**src/rtl/visit_counter_6bit_pkg.sv**
```systemverilog
// Shared constants for the birdhouse visit counter: FSM encodings, counter and timer widths.
// Encodings are fixed because firmware decodes the state from a debug tap.
package visit_counter_6bit_pkg;

    localparam int VISIT_W = 6;
    localparam int TIMER_W = 8;

    localparam logic [VISIT_W-1:0] COUNT_MAX = '1;

    typedef enum logic [1:0] {
        IDLE     = 2'd0,
        CONFIRM  = 2'd1,
        OCCUPIED = 2'd2,
        HOLDOFF  = 2'd3
    } state_t;

endpackage

```
**src/rtl/visit_counter_6bit_sync_2ff.sv**
```systemverilog
// Purpose: two-flop synchronizer for an asynchronous sensor level.
// Latency: 2 cycles from input to output.
// Backpressure: none; a plain level path.
module sync_2ff (
    output logic out,
    input  logic in,
    input  logic clk,
    input  logic reset
);

    logic r_meta;

    always_ff @(posedge clk) begin
        if (reset) begin
            r_meta <= 1'b0;
            out    <= 1'b0;
        end else begin
            r_meta <= in;
            out    <= r_meta;
        end
    end

endmodule

```
**src/rtl/visit_counter_6bit.sv**
```systemverilog
// Purpose: debounce the entrance break-beam and count bird visits, saturating at 63.
// Latency: count_wE rises DEBOUNCE_CYCLES+2 edges after beam_in is first sampled high.
// Backpressure: none; the downstream count register always accepts count_wE.
module visit_counter_6bit
    import visit_counter_6bit_pkg::*;
#(
    parameter int DEBOUNCE_CYCLES = 16,
    parameter int HOLDOFF_CYCLES  = 64
) (
    input  logic               clk,
    input  logic               reset,
    input  logic               beam_in,
    input  logic               clr,
    output logic [VISIT_W-1:0] count_out,
    output logic               count_wE,
    output logic               sat
);

    localparam logic [TIMER_W-1:0] DEB_LAST  = TIMER_W'(DEBOUNCE_CYCLES - 1);
    localparam logic [TIMER_W-1:0] HOLD_LAST = TIMER_W'(HOLDOFF_CYCLES - 1);

    logic               w_beam_s;
    logic               w_count_evt;
    state_t             r_state;
    logic [TIMER_W-1:0] r_timer;
    logic [VISIT_W-1:0] r_count;
    logic               r_wE;
    logic               r_sat;

    sync_2ff u_sync (
        .out   (w_beam_s),
        .in    (beam_in),
        .clk   (clk),
        .reset (reset)
    );

    assign w_count_evt = (r_state == CONFIRM) && w_beam_s && (r_timer == DEB_LAST);

    always_ff @(posedge clk) begin
        if (reset) begin
            r_state <= IDLE;
            r_timer <= '0;
        end else begin
            case (r_state)
                IDLE: begin
                    if (w_beam_s) begin
                        r_state <= CONFIRM;
                        r_timer <= TIMER_W'(1);
                    end
                end
                CONFIRM: begin
                    if (!w_beam_s) begin
                        r_state <= IDLE;
                        r_timer <= '0;
                    end else if (r_timer == DEB_LAST) begin
                        r_state <= OCCUPIED;
                        r_timer <= '0;
                    end else begin
                        r_timer <= r_timer + 1'b1;
                    end
                end
                OCCUPIED: begin
                    // Any re-break restarts the clear-beam debounce window.
                    if (w_beam_s) begin
                        r_timer <= '0;
                    end else if (r_timer == DEB_LAST) begin
                        r_state <= HOLDOFF;
                        r_timer <= '0;
                    end else begin
                        r_timer <= r_timer + 1'b1;
                    end
                end
                HOLDOFF: begin
                    if (r_timer == HOLD_LAST) begin
                        r_state <= IDLE;
                        r_timer <= '0;
                    end else begin
                        r_timer <= r_timer + 1'b1;
                    end
                end
                default: begin
                    r_state <= IDLE;
                    r_timer <= '0;
                end
            endcase
        end
    end

    // Clear wins over a coincident visit; the visit is still consumed by the FSM.
    always_ff @(posedge clk) begin
        if (reset) begin
            r_count <= '0;
            r_wE    <= 1'b0;
            r_sat   <= 1'b0;
        end else if (clr) begin
            r_count <= '0;
            r_wE    <= 1'b1;
            r_sat   <= 1'b0;
        end else if (w_count_evt && (r_count != COUNT_MAX)) begin
            r_count <= r_count + 1'b1;
            r_wE    <= 1'b1;
            r_sat   <= (r_count == (COUNT_MAX - 1'b1));
        end else begin
            r_wE    <= 1'b0;
        end
    end

    assign count_out = r_count;
    assign count_wE  = r_wE;
    assign sat       = r_sat;

endmodule

```
**config.mk**
```make
export PLATFORM = sky130hd
export DESIGN_NAME = visit_counter_6bit
export DESIGN_NICKNAME = d
export VERILOG_FILES = /design/src/rtl/visit_counter_6bit_pkg.sv /design/src/rtl/visit_counter_6bit_sync_2ff.sv /design/src/rtl/visit_counter_6bit.sv
export SDC_FILE = /design/constraint.sdc
export NUM_CORES = 1
export LEC_CHECK = 0
export ABC_AREA = 0
export BUFFER_PORTS_ARGS = -buffer_cell sky130_fd_sc_hd__buf_4
export CORE_MARGIN = 1.5
export CORE_UTILIZATION = 51
export CTS_CLUSTER_DIAMETER = 40
export DETAILED_ROUTE_END_ITERATION = 8
export PLACE_DENSITY = 0.8
export REMOVE_ABC_BUFFERS = 1
export SLEW_MARGIN = 25
export SYNTH_ARGS = -nofsm -noshare
export SYNTH_HDL_FRONTEND = slang
export SYNTH_HIERARCHICAL = 1
export SYNTH_SLANG_ARGS = --single-unit
```
**constraint.sdc**
```tcl
create_clock -name clk -period 1.55 [get_ports clk]
set_input_delay 0.155 -clock clk [delete_from_list [all_inputs] [get_ports clk]]
set_output_delay 0.155 -clock clk [all_outputs]
set_load 0.02 [all_outputs]
```
==> After elaboration in Yosys (flattened, before gate mapping) <==
Cells that the tools add are included.
{ "word_totals": {"regBits": 20, "latch_bits": 0, "ram_bits": 0, "mem_bits_ro": 0, "inputBits": 4, "output_inout_bits": 8, "memories": 0} }
{ "classes": {"n_addsub": 2, "multipliers": 0, "div_mod_pow": 0, "order_cmp": 0, "eq_ne": 12, "shift": 0, "mux": 15, "n_bitwise": 0, "n_reduce_logical": 6} }
{ "ops": {"columns": ["cell", "count"], "rows": [
  ["$mux W8", 5],
  ["$pmux W8 S4", 1],
  ["$mux W2", 6],
  ["$add A8 B1 Y8 const B", 1],
  ["$eq A8 B4 Y1 const B", 1],
  ["$eq A8 B6 Y1 const B", 1],
  ["$pmux W2 S4", 1],
  ["$add A6 B1 Y6 const B", 1],
  ["$eq A6 B6 Y1 const B", 1],
  ["$ne A2 B2 Y1 const B", 3],
  ["$ne A6 B6 Y1 const B", 1],
  ["$reduce_and A5 Y1", 1],
  ["$eq A2 B2 Y1 const B", 2],
  ["$logic_and A1 B1 Y1", 3],
  ["$ne A3 B3 Y1 const B", 1],
  ["$eq A2 B1 Y1 const B", 1],
  ["$logic_not A2 Y1", 1],
  ["$mux W1", 2],
  ["$ne A2 B1 Y1 const B", 1],
  ["$reduce_or A2 Y1", 1]
]} }

==> Longest topological paths before layout <==
Gate-level depths: netlist of the first run.
{ "depth": {"word_depth": 6, "ltp_mapped": 5, "ltp_nobuf": 5} }

==> Cells and area by module <==
Netlist of the first run, hierarchy kept.
{ "by_module_without_submodules": {"columns": ["module", "n_inst", "cells_each", "area_per_inst_um2", "seq_area_each_um2"], "rows": [
  ["visit_counter_6bit", 1, 128, 1062.3, 360.3],
  ["sync_2ff", 1, 4, 52.6, 40.0]
]} }

==> Worst setup path before layout of the first run <==
No wires, ideal clock.
{ "synth_path": {"path_type": "flip-flop to flip-flop", "from": "reg r_timer[0]", "to": "reg r_count[5], in the netlist count_out[5]", "setup_ns": 0.070, "t_arrival_ns": 1.497, "required_ns": 1.480, "slack_ns": -0.017, "path_stages_with_launch": 6, "cell_sequence": "dfxtp_1 -> ha_1 -> and3_2 -> nand4_4 -> or4_1 -> a21oi_1"} }
{ "synth_via": {"elab_chain_len": 3} }
{ "synth_rtl": {"columns": ["element", "line", "source"], "rows": [
  ["start: declaration", "visit_counter_6bit.sv:25", "logic [TIMER_W-1:0] r_timer;"],
  ["start signal: assignment", "visit_counter_6bit.sv:59", "r_timer <= r_timer + 1'b1;"],
  ["start signal: assignment", "visit_counter_6bit.sv:70", "r_timer <= r_timer + 1'b1;"],
  ["start signal: assignment", "visit_counter_6bit.sv:78", "r_timer <= r_timer + 1'b1;"],
  ["$eq A8 B4 Y1", "visit_counter_6bit.sv:37", "assign w_count_evt = (r_state == CONFIRM) && w_beam_s && (r_timer == DEB_LAST);"],
  ["$logic_and A1 B1 Y1", "visit_counter_6bit.sv:37", null],
  ["$logic_and A1 B1 Y1", "visit_counter_6bit.sv:99", "end else if (w_count_evt && (r_count != COUNT_MAX)) begin"],
  ["end signal: assignment", "visit_counter_6bit.sv:100", "r_count <= r_count + 1'b1;"],
  ["end: declaration", "visit_counter_6bit.sv:26", "logic [VISIT_W-1:0] r_count;"]
]} }
Every way passes these cells.
A chain may end at the register's enable or synchronous reset.

==> Final worst setup path of the first run <==
{ "layout_path": {"from": "reg r_timer[0]", "to": "reg r_timer[5]"} }
{ "layout_via": {"elab_chain_len": 4} }
{ "layout_rtl": {"columns": ["element", "line", "source"], "rows": [
  ["$add A8 B1 Y8 / $eq A8 B4 Y1 (equally long branches)", null, null],
  ["$mux W8", "visit_counter_6bit.sv:55, visit_counter_6bit.sv:66", null],
  ["$mux W8, on equally long branches", "visit_counter_6bit.sv:64, visit_counter_6bit.sv:52", null],
  ["$pmux W8 S4 (*)", "visit_counter_6bit.sv:44", "case (r_state)"]
]} }
Mark *: on every way between the ends. The rest lies on a longest branch, timed or not.

==> run summary, run 1 <==
clk slew on worst S/H paths = 0.13 ns
core area = 2000 sq um
WP data required = 1.74 ns
Port-buffer cells = 11
overall power = 889 uW
Ys Warns = 6
post-synth cell types = 42
Max IR drop VDD = 0.639 mV
Detailed Route Iter0 Violations = 60
global-route wire length before repair = 4440 um
top cells by area, synth = dfxtp_1, o21ai_0, nand2_1
fin crit period = 1.53 ns
ant diodes = 0
Max Clk Rate = 0.652 GHz
final hold violation count = 0
Syn Inst Count = 132
crit path kind = flop to flop
slowest CP cell = dfxtp_2
Post-Route WL = 2750 um
CTS Buf Count = 3
RSZ-0062 raised after global routing = yes
commonest register cell after synthesis = dfxtp_1
worst hold margin = 0.0501 ns
GR Util All Layers = 22.9%
top cell type by total area after synthesis = dfxtp_1
vias in the first global route = 1055
max cap viols = 0
Area growth syn-to-layout = 23.7%
WL per Instance = 15.2 um
fillers = 154
Worst-Margin Slew = 0.459 ns
Die H = 49.8 um
clk sinks = 20
Crit. End Element = flop
Synth Register Bits = 20
Net count, final = 162
slowest cell delay on critical path = 0.37 ns
initial antenna violation count = 0
worst hold path class = input port to flop
clock latency on the worst-skew pair = 0.30 ns
cell row count = 16
area of the die = 2480 sq um
GP Congestion = 0.874
Pre-antenna DRT Iters = 4
worst relative slew slack = 69.3%
LEAKAGE = 0.496 nW
clock tree buffer depth = 2
ordered list of cells on the worst path = ha_4, and3_4, buf_6, o211ai_1, buf_4, a31oi_1, mux2i_1
Worst EP arrival = 1.72 ns
post-route ant nets = 0
status = finished clean
critical path peak fanout = 5
# DRC = 0
Post-DP HPWL = 1840 um
final cycle utilization of the critical path = 99.0%
initial core utilization = 55.7%
GR Overflow Total = 0
Die X = 49.8 um
max-slew violations = 0
CP Launch Type = flop
Post-synth EDFFs = 0
Netlist Area Pre-Place = 1110 sq um
Via density = 6.26
H-tree levels = 1
maximum number of pins on one net before global-route repair = 17
top cell type's share of synthesized area = 35.9%
total number of vias = 1133
CTS tree = yes
Post-synth ARST share = 0%
syn_area_per_cell = 8.45 sq um
skew final = 0.0136 ns
# IOs = 12
cell chosen for the clock root = clkbuf_4
sequential area share after synthesis = 35.9%
share of layout cells above drive strength 1 = 33.1%
pwr dens = 645 nW/um^2
setup violators final = 0
[cells by family after synthesis]
group,count (synthesis),synth area share [%]
buffers and inverters,10,4.71
AND/OR/NAND/NOR,61,31.7
XOR/XNOR,2,1.57
multiplexers,3,2.69
flip-flops,20,35.9
AO/OA/AOI/OAI,33,20.1
adder cells (fa/ha/maj),3,3.37
[sequential cells by signal, indices dropped and copies added (netlist names), named ones only]
| signal | flops |
|---|---|
| u_sync/out | 1 |
| count_wE | 1 |
| r_timer | 8 |
| count_out | 6 |
| r_state | 1 |
| sat | 1 |
| u_sync/r_meta | 1 |
[path summary, 6_finish.rpt]
path | cells past startpoint | slack [ns] | to | from
setup / recovery | 7 | 0.02 | r_timer[5]$_SDFFE_PP0P_ | r_timer[0]$_SDFFE_PP0P_
setup reg to reg | 7 | 0.02 | r_timer[5]$_SDFFE_PP0P_ | r_timer[0]$_SDFFE_PP0P_
hold / removal | 2 | 0.05 | u_sync/r_meta$_SDFF_PP0_ | beam_in
hold reg to reg | 1 | 0.46 | u_sync/out$_SDFF_PP0_ | u_sync/r_meta$_SDFF_PP0_
[area by class of cell]
| class | count | area, sq um | area share (%) |
|---|---|---|---|
| clock buffers | 4 | 36.3 | 2.63 |
| multi-input cells | 102 | 699 | 50.7 |
| flip-flops and latches | 20 | 410 | 29.8 |
| repair buffers | 24 | 184 | 13.3 |
| inverters | 4 | 15.0 | 1.09 |
| well taps | 27 | 33.8 | 2.45 |
[through the flow]
step	worst slack (ns)	instance area, sq um	utilization (%)	TNS (ns)	std cells
CTS	0.0188	1350	67.3	0	181
global route	-0.0641	1380	68.9	-0.187	181
detailed placement	-0.0671	1270	63.4	-0.300	174
floorplan	-0.0166	1080	-	-0.0166	126
global placement	-0.0200	1270	63.4	-0.0314	174
finish	0.0154	1380	68.9	0	181
[synthesized netlist by cell type, types with 2 or more instances]
library cell	instances
o211ai_1	2
xor2_1	2
mux2i_1	3
or2_2	2
ha_1	3
nand4_1	4
o41ai_1	2
nor2b_1	2
nor2_1	8
and3_1	3
a31oi_1	2
nand3_1	6
buf_2	3
a211oi_1	2
nand2_1	14
inv_1	4
or4_1	3
a21oi_1	6
dfxtp_1	20
nor4_1	2
nor3_1	6
o21ai_0	11
and4_1	3
[routing by layer]
metal  up-vias  part of all wire (%)  track usage (%)
met1       522                    45             29.8
met2        57                    46             38.0
met4         0                   1.7             6.48
met5         -                     0                0
met3        12                   7.1             4.85
li1        542                     -                -
[critical path, delay by kind of cell (launching register included)]
family,cells,cell delay [ns]
and+or+nand+nor,1,0.22
AOI/OAI and AO/OA,2,0.29
adders and majority gates,1,0.15
buffers and inverters,2,0.30
muxes,1,0.09
DFF,1,0.37
[cells in the final DEF, fill, tap and decap left out, types with 2 or more instances in the layout]
| cell | n |
|---|---|
| nand3_1 | 6 |
| ha_1 | 2 |
| or2_2 | 2 |
| and4_1 | 3 |
| mux2i_1 | 3 |
| xor2_1 | 2 |
| a21oi_1 | 5 |
| and3_1 | 3 |
| nor2_1 | 8 |
| clkbuf_4 | 3 |
| dfxtp_1 | 14 |
| inv_1 | 4 |
| dfxtp_2 | 5 |
| a31oi_1 | 2 |
| nor4_1 | 2 |
| nand2_2 | 2 |
| nand2_1 | 12 |
| o21ai_1 | 5 |
| nor3_1 | 6 |
| or4_1 | 3 |
| o211ai_1 | 2 |
| o21ai_0 | 6 |
| o41ai_1 | 2 |
| nor2b_1 | 2 |
| buf_4 | 23 |
| nand4_1 | 4 |
[what timing repair did]
action / 4_1_cts / 5_1_grt
hold buffers: 0 / 0
endpoints found under the setup margin: 12 / 11
setup buffers: 3 / 0
pin swaps: 1 / 6
gates resized for setup: 6 / 15
hold endpoints to repair: 0 / 0
[report_power, final]
part	switching, mW	internal [mW]	total (mW)
sequential	0.00396	0.519	0.523
combinational	0.0303	0.0237	0.0541
clock	0.169	0.143	0.312
(Power assumes the default switching activity.)
==> inputs of run 2 (changes only) <==
--- a/config.mk
+++ b/config.mk
@@ -11,7 +11,7 @@
 export CORE_UTILIZATION = 51
 export CTS_CLUSTER_DIAMETER = 40
 export DETAILED_ROUTE_END_ITERATION = 8
-export PLACE_DENSITY = 0.8
+export PLACE_DENSITY = 0.73
 export REMOVE_ABC_BUFFERS = 1
 export SLEW_MARGIN = 25
 export SYNTH_ARGS = -nofsm -noshare
==> run summary, run 2 (synthesized netlist as in run 1, its figures left out) <==
overall power = 898 uW (+1.0%)
CP Launch Type = flop
global-route wire length before repair = 4380 um (-1.4%)
RSZ-0062 raised after global routing = no
net load switching power = 210 uW (+3.2%)
Non-Filler Instances = 184 (+1.7%)
fillers = 172 (+12%)
hold depth = 2 (unchanged)
fin area = 1390 sq um (+0.64%)
Die H = 49.8 um (unchanged)
setup violators final = 0 (unchanged)
Reg power frac = 58.4% (-0.4 points)
Reg area = 407 sq um (-0.91%)
core area = 2000 sq um (unchanged)
Worst-Margin Slew = 0.454 ns (-0.00481 ns)
GR Overflow Total = 0 (unchanged)
Port-buffer cells = 11 (unchanged)
initial core utilization = 55.7% (unchanged)
clock power share = 35.7% (+0.6 points)
DP Cell Count = 176 (+1.1%)
Via density = 5.96 (-4.8%)
leading cell types in the layout, fill and taps excluded = buf_4, dfxtp_1, nand2_1
clk sinks = 20 (unchanged)
dpl ws = -0.0606 ns (+0.00651 ns)
worst relative slew slack = 69.6% (+0.32 points)
vias in the first global route = 972 (-7.9%)
multi-input logic area = 693 sq um (-0.89%)
Detailed Route Iter0 Violations = 36 (-40%)
area of the die = 2480 sq um (unchanged)
Crit. End Element = flop
crit path kind = flop to flop
Worst EP arrival = 1.70 ns (-0.02 ns)
placed cell area = 1280 sq um (+1.2%)
setup ws final = 0.0686 ns (+0.0533 ns)
Max Clk Rate = 0.675 GHz (+3.6%)
pwr dens = 647 nW/um^2 (+0.38%)
total number of vias = 1097 (-3.2%)
Pre-antenna DRT Iters = 4 (unchanged)
P_int = 688 uW (+0.38%)
# IOs = 12 (unchanged)
LEAKAGE = 0.514 nW (+3.6%)
final hold violation count = 0 (unchanged)
skew final = 0.0105 ns (-0.00306 ns)
GP Congestion = 0.842 (-3.7%)
Post-DP HPWL = 1780 um (-3.1%)
H-tree levels = 1 (unchanged)
initial antenna violation count = 0 (unchanged)
Net count, final = 165 (+1.9%)
post-route ant nets = 0 (unchanged)
Biggest register = r_timer
cell chosen for the clock root = clkbuf_4
most common cell after layout, fill and taps aside = buf_4
worst hold path class = input port to flop
Logic pwr share = 6.0% (about the same)
CTS Buf Count = 3 (unchanged)
clock tree buffer depth = 2 (unchanged)
status = finished clean
Post-Route WL = 2590 um (-5.7%)
maximum number of pins on one net before global-route repair = 17 (unchanged)
setup TNS = 0 ns (unchanged)
fin crit period = 1.48 ns (-0.0533 ns)
critical path peak fanout = 5 (unchanged)
CTS Hold Bufs = 0 (unchanged)
CTS tree = yes
# DRC = 0 (unchanged)
share of layout cells above drive strength 1 = 33.1% (about the same)
ant diodes = 0 (unchanged)
Area growth syn-to-layout = 24.5%
WP data required = 1.77 ns (+0.03 ns)
GR Util All Layers = 22.8% (-0.099 points)
WL per Instance = 14.1 um (-7.2%)
Reg2Reg Depth = 6 (-1)
sw frac = 23.4% (+0.49 points)
cell row count = 16 (unchanged)
max cap viols = 0 (unchanged)
Die X = 49.8 um (unchanged)
Max IR drop VDD = 0.744 mV (+16%)
clk slew on worst S/H paths = 0.13 ns (about the same)
max reg flops = 8 (unchanged)
Worst R2R Setup Slack = 0.07 ns (+0.05 ns)
clock latency on the worst-skew pair = 0.31 ns (about the same)
max-slew violations = 0 (unchanged)
final cycle utilization of the critical path = 95.6% (-3.4 points)
==> run 2: cell types whose count changed in the layout (fill, tap and decap cells not counted), moves of 2 or more <==
cell and change:
nand2_1 +2, or4_4 +2, or4_1 -2, buf_4 +4, o21ai_1 -5, nand2_2 -2, o21ai_0 +4
==> run 2: per-layer routing <==
metal	share of wire [%]	vias up	wire (um)	GRT usage [%]
li1	-	551	-	-
met1	52	514	1340	34.1
met2	42	28	1090	32.4
met3	5.1	4	131	4.85
met4	0.96	0	25	6.94
met5	0	-	0	0
==> run 2: worst paths after layout <==
kind | end | startpoint
min reg2reg | u_sync/out$_SDFF_PP0_ | u_sync/r_meta$_SDFF_PP0_
min | u_sync/r_meta$_SDFF_PP0_ | beam_in
max reg2reg | r_state[0]$_SDFFE_PP0P_ | r_timer[0]$_SDFFE_PP0P_
max | r_state[0]$_SDFFE_PP0P_ | r_timer[0]$_SDFFE_PP0P_
==> run 2: final cells by class <==
class,count,share of cell area [%]
clock buffer,4,2.61
multi-input combinational,102,50.0
tap,27,2.43
timing repair buffer,27,14.6
sequential,20,29.3
inverter,4,1.08
==> run 2: worst max-delay path, cell delays in order, from the launching register on <==
cell and delay [ns]:
dfxtp_2 0.38, ha_4 0.15, and3_4 0.21, buf_4 0.12, a31oi_1 0.06, o221a_2 0.25, a211oi_1 0.22
==> run 2: power groups by stage <==
stage / clock network, mW / registers [mW] / logic (mW)
2_1_floorplan: 0 / 0.538 / 0.0186
3_3_place_gp: 0 / 0.534 / 0.0486
3_5_place_dp: 0 / 0.535 / 0.0496
4_1_cts: 0.323 / 0.524 / 0.0504
5_1_grt: 0.336 / 0.525 / 0.0581
6_report: 0.320 / 0.524 / 0.0535
==> run 2: through the flow <==
| stage | hold slack, ns | util, % |
|---|---|---|
| detailed placement | 0.381 | 64.1 |
| CTS | 0.0516 | 67.7 |
| floorplan | 0.224 | - |
| finish | 0.0451 | 69.3 |
| global placement | 0.371 | 64.1 |
| global route | 0.0598 | 69.3 |
==> run 2: timing repair <==
item                                    4_1_cts  5_1_grt
pin swaps                                     2        3
gates resized for setup                       6        7
setup buffers                                 2        2
endpoints found under the setup margin        9       11
